$ cat config.mk
export PLATFORM = sky130hd
export DESIGN_NAME = fetch_unit
export DESIGN_NICKNAME = d
export VERILOG_FILES = /design/src/rtl/common.sv /design/src/rtl/fetch_fifo.sv /design/src/rtl/fetch_unit.sv
export SDC_FILE = /design/constraint.sdc
export NUM_CORES = 1
export LEC_CHECK = 0
export ABC_AREA = 1
export ABC_CLOCK_PERIOD_IN_PS = 4100
export CAP_MARGIN = 5
export CORE_ASPECT_RATIO = 1.25
export CORE_MARGIN = 3
export CORE_UTILIZATION = 31
export CTS_BUF_LIST = sky130_fd_sc_hd__clkbuf_8 sky130_fd_sc_hd__clkbuf_16
export CTS_CLUSTER_DIAMETER = 60
export DETAILED_ROUTE_END_ITERATION = 10
export SLEW_MARGIN = 0
export SYNTH_ARGS = -nofsm -noshare
export SYNTH_HDL_FRONTEND = slang
export SYNTH_SLANG_ARGS = --single-unit
$ cat constraint.sdc
create_clock -name clk -period 4.1 [get_ports clk]
set_clock_uncertainty 0.1 [all_clocks]
set_input_delay 0.41 -clock clk [delete_from_list [all_inputs] [get_ports clk]]
set_output_delay 0.41 -clock clk [all_outputs]
set_load 0.01 [all_outputs]
$ cat src/rtl/common.sv
// common: types and constants shared by the fetch stage and its FIFO.
package common;

    typedef enum logic [1:0] {FETCH_OK, FETCH_MISALIGNED, FETCH_ACCESS} fetch_fault_t;

    typedef struct packed {
        logic [31:0]  instr;
        logic [31:0]  pc;
        fetch_fault_t fault;
    } if_entry_t;

    typedef enum logic {ST_FETCH, ST_HALT} fetch_state_t;

    localparam logic [31:0] NOP_INSTR = 32'h0000_0013;

endpackage

$ cat src/rtl/fetch_fifo.sv
// fetch_fifo: circular buffer of fetched entries; pointers carry an extra wrap bit.
module fetch_fifo
    import common::*;
#(
    parameter int DEPTH = 4,
    localparam int AW = $clog2(DEPTH)
) (
    input  logic        clk,
    input  logic        rst,
    input  logic        push,
    input  logic        pop,
    input  logic        flush,
    input  if_entry_t   wdata,
    output if_entry_t   rdata,
    output logic [AW:0] count,
    output logic        empty
);
    if_entry_t   mem [DEPTH];
    logic [AW:0] wptr, rptr;

    assign count = wptr - rptr;
    assign empty = wptr == rptr;
    assign rdata = mem[rptr[AW-1:0]];

    always_ff @(posedge clk or posedge rst) begin
        if (rst) begin
            wptr <= '0;
            rptr <= '0;
        end else if (flush) begin
            wptr <= '0;
            rptr <= '0;
        end else begin
            if (push) wptr <= wptr + 1'b1;
            if (pop) rptr <= rptr + 1'b1;
        end
    end

    always_ff @(posedge clk) begin
        if (push && !flush) mem[wptr[AW-1:0]] <= wdata;
    end

endmodule

$ cat src/rtl/fetch_unit.sv
// fetch_unit: sequential instruction fetch with in-order response buffering and redirect flush.
module fetch_unit
    import common::*;
#(
    parameter logic [31:0] RESET_PC = 32'h0000_0000,
    parameter int          DEPTH    = 4
) (
    input  logic        clk,
    input  logic        rst,
    output logic        imem_req_valid,
    input  logic        imem_req_ready,
    output logic [31:0] imem_addr,
    input  logic        imem_resp_valid,
    input  logic [31:0] imem_resp_data,
    input  logic        imem_resp_err,
    input  logic        redirect_valid,
    input  logic [31:0] redirect_pc,
    output logic        if_valid,
    input  logic        id_ready,
    output logic [31:0] if_instr,
    output logic [31:0] if_pc,
    output logic [1:0]  if_fault
);
    localparam int AW = $clog2(DEPTH);

    fetch_state_t state;
    logic [31:0]  fetch_pc, resp_pc;
    logic [AW:0]  outstanding, discard, out_nxt, count;
    logic         misal, accept, keep, push, pop, empty;
    if_entry_t    wdata, head;

    fetch_fifo #(.DEPTH(DEPTH)) u_fifo (
        .clk(clk), .rst(rst), .push(push), .pop(pop), .flush(redirect_valid),
        .wdata(wdata), .rdata(head), .count(count), .empty(empty)
    );

    // Reserving a slot per outstanding request keeps the FIFO from ever overflowing.
    assign imem_req_valid = !rst && state == ST_FETCH && !redirect_valid &&
                            ((AW+2)'(count) + (AW+2)'(outstanding)) < (AW+2)'(DEPTH);
    assign imem_addr = fetch_pc;
    assign accept    = imem_req_valid && imem_req_ready;
    assign keep      = imem_resp_valid && !redirect_valid && discard == '0;
    assign push      = !redirect_valid && (keep || misal);
    assign out_nxt   = outstanding + (AW+1)'(accept) - (AW+1)'(imem_resp_valid);
    assign wdata     = misal ? '{NOP_INSTR, resp_pc, FETCH_MISALIGNED}
                             : '{imem_resp_err ? NOP_INSTR : imem_resp_data, resp_pc,
                                 imem_resp_err ? FETCH_ACCESS : FETCH_OK};

    assign if_valid = !empty && !redirect_valid;
    assign pop      = if_valid && id_ready;
    assign if_instr = empty ? '0 : head.instr;
    assign if_pc    = empty ? '0 : head.pc;
    assign if_fault = empty ? '0 : head.fault;

    always_ff @(posedge clk or posedge rst) begin
        if (rst) begin
            state       <= ST_FETCH;
            fetch_pc    <= RESET_PC;
            resp_pc     <= RESET_PC;
            outstanding <= '0;
            discard     <= '0;
            misal       <= 1'b0;
        end else begin
            outstanding <= out_nxt;
            misal       <= 1'b0;
            if (redirect_valid) begin
                state    <= redirect_pc[1:0] == 2'b00 ? ST_FETCH : ST_HALT;
                misal    <= redirect_pc[1:0] != 2'b00;
                discard  <= out_nxt;
                fetch_pc <= redirect_pc;
                resp_pc  <= redirect_pc;
            end else begin
                if (accept) fetch_pc <= fetch_pc + 32'd4;
                if (imem_resp_valid && discard != '0) discard <= discard - 1'b1;
                if (keep) resp_pc <= resp_pc + 32'd4;
                // A faulting fetch halts; everything still in flight behind it is dead.
                if (keep && imem_resp_err) begin
                    state   <= ST_HALT;
                    discard <= out_nxt;
                end
            end
        end
    end

endmodule

Yosys cells after proc, flatten, opt, wreduce, memory -nomap -nowiden. Memories as Yosys holds them, arrays and structs flattened. Index checks and enable logic that the tools add are counted.

Bits in registers: 78. Latch bits: 0. Memory bits (writable): 264. ROM bits: 0. Input bits: 71. Output and inout port bits: 100. Word-level logic and storage cells: 70. Memories kept: 1.

$add $sub $neg: 9. Multiply operators: 0. Divide/modulo/power cells: 0. $lt $le $gt $ge: 1. Eq/ne operators: 1. Shift operators: 0. Multiplexer cells: 23. Bitwise gates (word level): 1. Reductions and logical operators: 26.

Memory list: u_fifo.mem (depth 4, width 66, rd ports 1, clocked after memory_dff 0, wr ports 1, line fetch_fifo.sv:18) `if_entry_t mem [DEPTH];`.

Operators with widths (number): $mux 32 (7); $mux 66 (1); $add 32x3->32 const B (2); $mux 3 (7); $logic_and 1x1->1 (12); $reduce_bool 2->1 (6); $add 3x1->3 const B (2); $mux 1 (6); $reduce_bool 3->1 (2); $add 3x3->4 (1); $lt 4x3->1 const B (1); $mux 2 (2); $add 3x1->3 (1); $eq 3x3->1 (1); $logic_not 1->1 (3); $logic_not 3->1 (1); $sub 3x1->3 (1); $sub 3x1->3 const B (1); $sub 3x3->3 (1); $logic_not 2->1 (1); $logic_or 1x1->1 (1); $not 1->1 (1).

Depth between registers and ports, before layout. Gate-level depths: netlist (run 1).

Depth in word-level cells: 9. Depth in mapped cells: 18.

Modules after synthesis. From an unflattened synthesis (run 1), not the netlist that was laid out.

Cells, all modules: 2021. Area, all modules: 17175.2 sq um.

Modules (own cells, without submodules): fetch_fifo (instances 1, cells each 1097, area each 11569.8 sq um); fetch_unit (instances 1, cells each 924, area each 5605.4 sq um).

Worst setup path after synthesis (run 1). No wires, ideal clock.

Kind: flip-flop to flip-flop. Start point: register discard[0]. End point: memory u_fifo.mem[0][0] (netlist bit), enable pin. Arrival: 3905 ps. Data required time: 3510 ps. Slack: -396 ps. Cell stages (with the launch flop): 8. Buffers on the path: 0. Clock period less this slack: 4496 ps. Path through: dfrtp_1 -> inv_1 -> ha_1 -> nand3_2 -> nor2_2 -> or2_2 -> nand2_1 -> nor2_1.

Word-level cells in the longest chain between the ends: 7.

RTL lines: from (decl) (line fetch_unit.sv:28) `logic [AW:0] outstanding, discard, out_nxt, count;`; from (signal assigned) (line fetch_unit.sv:69) `discard <= out_nxt;`; from (signal assigned) (line fetch_unit.sv:74) `if (imem_resp_valid && discard != '0) discard <= discard - 1'b1;`; from (signal assigned) (line fetch_unit.sv:79) `discard <= out_nxt;`; $logic_not 3->1 (line fetch_unit.sv:42) `assign keep = imem_resp_valid && !redirect_valid && discard == '0;`; $logic_and 1x1->1 (line fetch_unit.sv:42); $logic_or 1x1->1 (line fetch_unit.sv:43) `assign push = !redirect_valid && (keep || misal);`; $logic_and 1x1->1 (line fetch_unit.sv:43); $logic_and 1x1->1 (line fetch_fifo.sv:39) `if (push && !flush) mem[wptr[AW-1:0]] <= wdata;`; $mux 1 (line fetch_fifo.sv:39); $mux 1 (not written as such) (line fetch_fifo.sv:39); to (decl) (line fetch_fifo.sv:18).

No other way between the ends.

Worst setup path after layout (run 1).
Start point: register u_fifo.rptr[0]. End point: output port if_pc[9].

Word-level cells in the longest chain between the ends: 2.

RTL lines: from (decl) (line fetch_fifo.sv:19) `logic [AW:0] wptr, rptr;`; from (signal assigned) (line fetch_fifo.sv:34) `if (pop) rptr <= rptr + 1'b1;`; $mem_v2 4x66 or $eq 3x3->1 (tied branches); $mux 32 (*) (line fetch_unit.sv:52) `assign if_pc = empty ? '0 : head.pc;`; to (decl) (line fetch_unit.sv:21) `output logic [31:0] if_pc,`.

Every way passes the cells marked *; elsewhere a longest branch is shown, timed or not.

==> results.toml, run 1 <==
[setup_path]
max_stage_delay_ps = 680
reg2reg_from = "u_fifo.wptr[0]"
r2r_cells = 18
slowest_stage = "buf_4"
setup.worst_path.class = "reg2out"
critical_path.startpoint_type = "register"
path_buf_inv = 3
required_ps = 3590
worst_ep_arrival_time_ps = 3310
cp_max_fo = 74
crit_family = "buffers and inverters"
r2r_end = "discard[2]"
crit_top_cell = "nor2_1"
critPathCaptureType = "output pin"
rrSetupSlack_ps = 570
path_cells = "buf_4, buf_6, nor2_1, nor2_1, o21ai_0, a21oi_1, clkdlybuf4s50_1"

[floorplan]
die_w_um = 207
pin_count = 171
coreArea_mm2 = 0.0496
initial_core_util_pct = 31.5
die_area_mm2 = 0.0532
die_y_um = 257
num_rows = 91

[logic_synthesis]
synth_top_area_share_pct = 50.6
synth_async_sr_flop_share_pct = 22.8
synth_ff_type = "edfxtp_1"
synth_fa_ha_area_share_pct = 1.45
yosysUniqueCellTypes = 42
synth_compound_area_share_pct = 9.21
yosys.area.top_type = "edfxtp_1"
synthesis.instances = 1616
syn_area_mm2 = 0.0157
yosysSeqAreaShare_pct = 63.1
synth_top_family_by_area = "simple AND/OR/NAND/NOR gates"
synth-xor-area-share_pct = 1.34
synth_mux_area_share_pct = 0
synth_edf_count = 264
synth_seq_cells = 342
netlist_top_cells_area = "edfxtp_1 51%, dfrtp_1 12%, nor2_1 9.2%"
ys_warn_count = 0
synthSimpleGateAreaFrac_pct = 20.6
syn-num-nets = 1704
synth.avg_cell_area_um2 = 9.69

[grt]
grt_pass1_vias = 12400
grt_max_degree = 77
grt_pass1_wl_um = 67500
grt.total_usage_pct = 16.0
antenna_found_initial = 0
grt_overflow = 0

[timing]
finalMaxSlewViolations = 0
layout_min_cycle_time_ps = 3820
layout_setup_ws_ps = 278
fmax_ghz = 0.262
tightest_slew_ps = 950
finalSetupViolations = 0
hold_viol_final = 0
rsz0062_at_grt = "no"
tns_ps = 0
post-route-period-util_pct = 93.2
slew_headroom_pct = 36.7

[route]
post_drt_wl_per_cell_um = 17.4
drc = 0
viasPerCell = 4.88
ant_nets = 0
dr_total_vias = 12000
drtIter0Drc = 766
wirelength_um = 42800
drt-pass1-iter-count = 5

[cts]
htreeDepth = 2
root_buffer = "clkbuf_16"
cts_tree = "done"
clockBufferDepth = 3
post_cts_buffers = 0
cts.clk_slew.worst_paths_ps = 60
cts.sinks = 342
cts_buffers = 38
clk_latency_ps = 530

[layout]
layout.nets = 1862
stdcell_area_mm2 = 0.0193
post-route-util_pct = 38.8
final_cells = 2454
drive_above_1_share_pct = 6.32
syn2layout_area_growth_pct = 23.0
antenna_cells = 0

[placed_design]
hpwl_um = 26900
gp_congestion = 0.883
dp_cells = 2385
pre_cts_slack_ps = 540
postPlaceCellArea_mm2 = 0.0181
portBuffers = 170

[power]
p_leak_nw = 7.23
power.density_mw_per_mm2 = 566
ir_drop_v = 0.000301

[run_status]
outcome = "finished, final reports clean"

[flow_run]
maxCapViolCount = 0

[worst_hold_path]
hold_path.class = "in2async"
[synthesized netlist by cell type, drive strengths merged (4+ instances only)]
| library cell | instances |
|---|---|
| a21oi | 88 |
| and2 | 4 |
| buf | 26 |
| clkbuf | 47 |
| dfrtp | 78 |
| edfxtp | 264 |
| ha | 15 |
| inv | 88 |
| nand2 | 294 |
| nand3 | 72 |
| nand4 | 16 |
| nor2 | 393 |
| nor3 | 6 |
| o211ai | 14 |
| o21ai | 165 |
| or2 | 5 |
| xnor2 | 7 |
| xor2 | 17 |
[registers in the layout, summed over array words and instances (netlist names)]
name,flops
resp_pc,32
u_fifo.wptr,3
u_fifo.rptr,3
u_fifo.mem,264
discard,3
outstanding,3
state,1
imem_addr,32
misal,1
[timing repair]
item	CTS	global route
gates resized for setup	0	2
hold buffers	0	0
setup endpoints to repair	0	52
[worst min-delay path, cell delays in order]
cell,delay (ps)
clkdlybuf4s50_1,420
clkinv_2,80
buf_4,320
[metal layers]
metal	vias to the layer above	global-route usage, %	routed length, um	share of wire, %
met4	0	4.87	1060	2.5
met2	398	27.2	20500	48
met3	71	3.45	2960	6.9
met1	5737	20.5	18200	43
met5	-	0	0	0
li1	5770	-	-	-
[cell type report]
| type | count | area (um^2) |
|---|---|---|
| Sequential cell | 342 | 9890 |
| Multi-Input combinational cell | 1111 | 5140 |
| Clock buffer | 41 | 1030 |
| Fill cell | 4898 | 30400 |
| Timing Repair Buffer | 191 | 1910 |
| Tap cell | 651 | 815 |
| Clock inverter | 28 | 140 |
| Inverter | 90 | 347 |
[cell usage in the layout (no fill, tap or decap), types with 3 or more instances in the layout]
cell type,count
nor2_4,7
nor2_1,377
nor2_2,9
clkdlybuf4s50_1,169
a21oi_1,88
nand3_1,70
edfxtp_1,264
o21ai_1,9
ha_1,15
xnor2_1,7
xor2_1,17
o211ai_1,13
nand4_1,16
clkinv_2,13
inv_1,91
and2_1,4
a31oi_1,3
inv_2,5
o21ai_0,156
buf_12,4
buf_4,16
nand3b_1,3
nand2_1,291
or2_2,4
clkinv_1,5
nor3_1,6
dfrtp_1,75
clkbuf_16,41
[where the power goes]
part	total (mW)	internal (mW)	leakage, nW	switching, mW
combinational	3.36	1.38	3.24	1.99
sequential	4.38	4.10	3.35	0.287
clock	3.16	1.81	0.628	1.35
total	10.9	7.28	7.23	3.63
[how the worst max path moves through the flow]
stage	start	end	slack (ps)	depth (start not counted)
3_3_place_gp	u_fifo.wptr[0]	discard[2]	620	18
3_5_place_dp	u_fifo.wptr[0]	discard[2]	540	18
6_report	u_fifo.rptr[0]	if_pc[9]	280	7
2_1_floorplan	discard[0]	u_fifo.mem[0][0]	-400	7
5_1_grt	u_fifo.rptr[0]	if_instr[30]	30	7
4_1_cts	u_fifo.rptr[0]	if_pc[9]	4	7
[kinds of logic after synthesis]
logic type               after synthesis
AO/OA/AOI/OAI                        276
adder cells (fa/ha/maj)               17
buffers and inverters                163
flip-flops                           342
AND/OR/NAND/NOR                      794
XOR/XNOR                              24
[through the flow]
step | hold slack [ps] | power (mW)
6_report | 192 | 10.9
4_1_cts | 185 | 11.1
3_5_place_dp | 358 | 7.87
5_1_grt | 227 | 11.6
2_1_floorplan | 351 | 6.16
3_3_place_gp | 362 | 7.81
Note: power is estimated with default switching activity, not from simulation.
==> run 2: changes to the inputs <==
--- a/config.mk
+++ b/config.mk
@@ -14,6 +14,7 @@
 export CTS_BUF_LIST = sky130_fd_sc_hd__clkbuf_8 sky130_fd_sc_hd__clkbuf_16
 export CTS_CLUSTER_DIAMETER = 60
 export DETAILED_ROUTE_END_ITERATION = 10
+export PLACE_DENSITY = 0.47
 export SLEW_MARGIN = 0
 export SYNTH_ARGS = -nofsm -noshare
 export SYNTH_HDL_FRONTEND = slang
==> run 2 against run 1 <==
Compared with the run above: final cell count about the same; first-iteration DRC count decreased by 19%; clock power increased by 5%; sequential share of layout area decreased by 0.20 points; cell area increased by 0.37%; non-clock buffer count increased by 2; hold slack got worse by 150 ps; maximum frequency increased by 4.6%; core utilization increased by 0.14 points; power increased by 1.6%; clock-buffer cell count decreased by 1; critical endpoint is now if_instr[20]; largest power group unchanged.
==> results.toml, run 2 (synthesis gave the netlist of run 1 again) <==
[cts]
root_buffer = "clkbuf_16"
cts.clk_slew.worst_paths_ps = 60
cts.sinks = 342
htreeDepth = 2
cts_buffers = 37
cts_resized = 0
hold_buffers = 0
clockBufferDepth = 3
cts_tree = "done"
post_cts_buffers = 0
clk_latency_ps = 520

[setup_path]
setup.worst_path.class = "reg2out"
rrSetupSlack_ps = 540
cp_max_fo = 136
critPathCaptureType = "output pin"
crit_end = "if_instr[20]"
reg2reg_from = "u_fifo.wptr[0]"
cp-startpoint = "u_fifo.rptr[0]"
critical_path.startpoint_type = "register"
r2r_end = "discard[2]"
required_ps = 3590
worst_ep_arrival_time_ps = 3150
r2r_cells = 18

[layout]
seq_area_mm2 = 0.00988
largest_reg_flops = 264
final_cell_mix = "377 x nor2_1, 291 x nand2_1, 264 x edfxtp_1, 169 x clkdlybuf4s50_1, 156 x o21ai_0"
drive_above_1_share_pct = 6.15
post-route-util_pct = 38.9
syn2layout_area_growth_pct = 23.5
stdcell_area_mm2 = 0.0193
n_fill_cell = 4957
antenna_cells = 0
final_common_cell = "nor2_1"
layout.nets = 1863
multi_input_area_mm2 = 0.00514

[route]
dr_total_vias = 11700
drc = 0
drt-pass1-iter-count = 5
ant_nets = 0
viasPerCell = 4.78
drtIter0Drc = 622
wirelength_um = 44700
post_drt_wl_per_cell_um = 18.2

[placed_design]
postPlaceCellArea_mm2 = 0.0181
hpwl_um = 27600
portBuffers = 170
gp_congestion = 0.843

[floorplan]
die_area_mm2 = 0.0532
die_y_um = 257
coreArea_mm2 = 0.0496
num_rows = 91
pin_count = 171
die_w_um = 207
initial_core_util_pct = 31.5

[grt]
grt_overflow = 0
grt.total_usage_pct = 16.6
grt_max_degree = 137
antenna_found_initial = 0
grt_pass1_vias = 11600
grt_pass1_wl_um = 67900

[timing]
finalSetupViolations = 0
slew_headroom_pct = 33.8
layout_min_cycle_time_ps = 3660
finalMaxSlewViolations = 0
hold_viol_final = 0
fmax_ghz = 0.274
tightest_slew_ps = 992
post-route-period-util_pct = 89.2
rsz0062_at_grt = "no"

[power]
p_total_mw = 11.1
p_switching_mw = 3.62
p_leak_nw = 7.26
pwr-share-seq_pct = 39.5
power.density_mw_per_mm2 = 573
p_int_mw = 7.47
ir_drop_v = 0.000330
combPwrFrac_pct = 30.5
p_sw_share_pct = 32.6
p_clk_share_pct = 30.0

[worst_hold_path]
hold_path.class = "in2async"

[run_status]
outcome = "finished, final reports clean"

[flow_run]
maxCapViolCount = 0
## run 2: cell type report
| cell class | instances | area share [%] |
|---|---|---|
| inverters | 90 | 1.79 |
| multi-input cells | 1111 | 26.6 |
| well taps | 651 | 4.21 |
| clock inverters | 28 | 1.17 |
| repair buffers | 193 | 9.99 |
| clock buffers | 40 | 5.12 |
| flip-flops and latches | 342 | 51.1 |
## run 2: critical path: stages, from the launching register on
cell	delay, ps
dfrtp_4	480
buf_12	240
clkinv_2	150
buf_4	580
o21ai_0	210
a21oi_1	270
clkdlybuf4s50_1	590
## run 2: routing by layer
layer  global-route usage, %  wire, um  vias up
li1                        -         -     5760
met1                    21.7     19800     5628
met2                    27.8     21400      277
met3                    2.81      2070       68
met4                    5.51      1400        0
met5                       0         0        -
## run 2: power by group through the flow
stage,registers [mW],clock network [mW],logic (mW)
floorplan,4.38,0,1.78
global placement,4.44,0,3.45
detailed placement,4.45,0,3.47
CTS,4.38,3.43,3.48
global route,4.42,3.58,3.75
finish,4.38,3.32,3.38
## run 2: worst min path at each step
stage                     startpoint          endpoint  cells after the start
after floorplan                state             state                      2
after global placement    resp_pc[1]  u_fifo.mem[2][3]                      0
after detailed placement  resp_pc[1]  u_fifo.mem[3][3]                      0
after CTS                        rst        discard[0]                      2
after global routing             rst        discard[2]                      2
final                            rst        discard[0]                      2
## run 2: per-stage QoR
stage,TNS (ps),hold WS [ps],std cells,setup slack [ps]
2_1_floorplan,-78330,351,1616,-396
3_3_place_gp,0,397,2387,623
3_5_place_dp,0,406,2387,544
4_1_cts,0,15.8,2455,390
5_1_grt,0,42.1,2455,234
6_report,0,38.2,2455,445
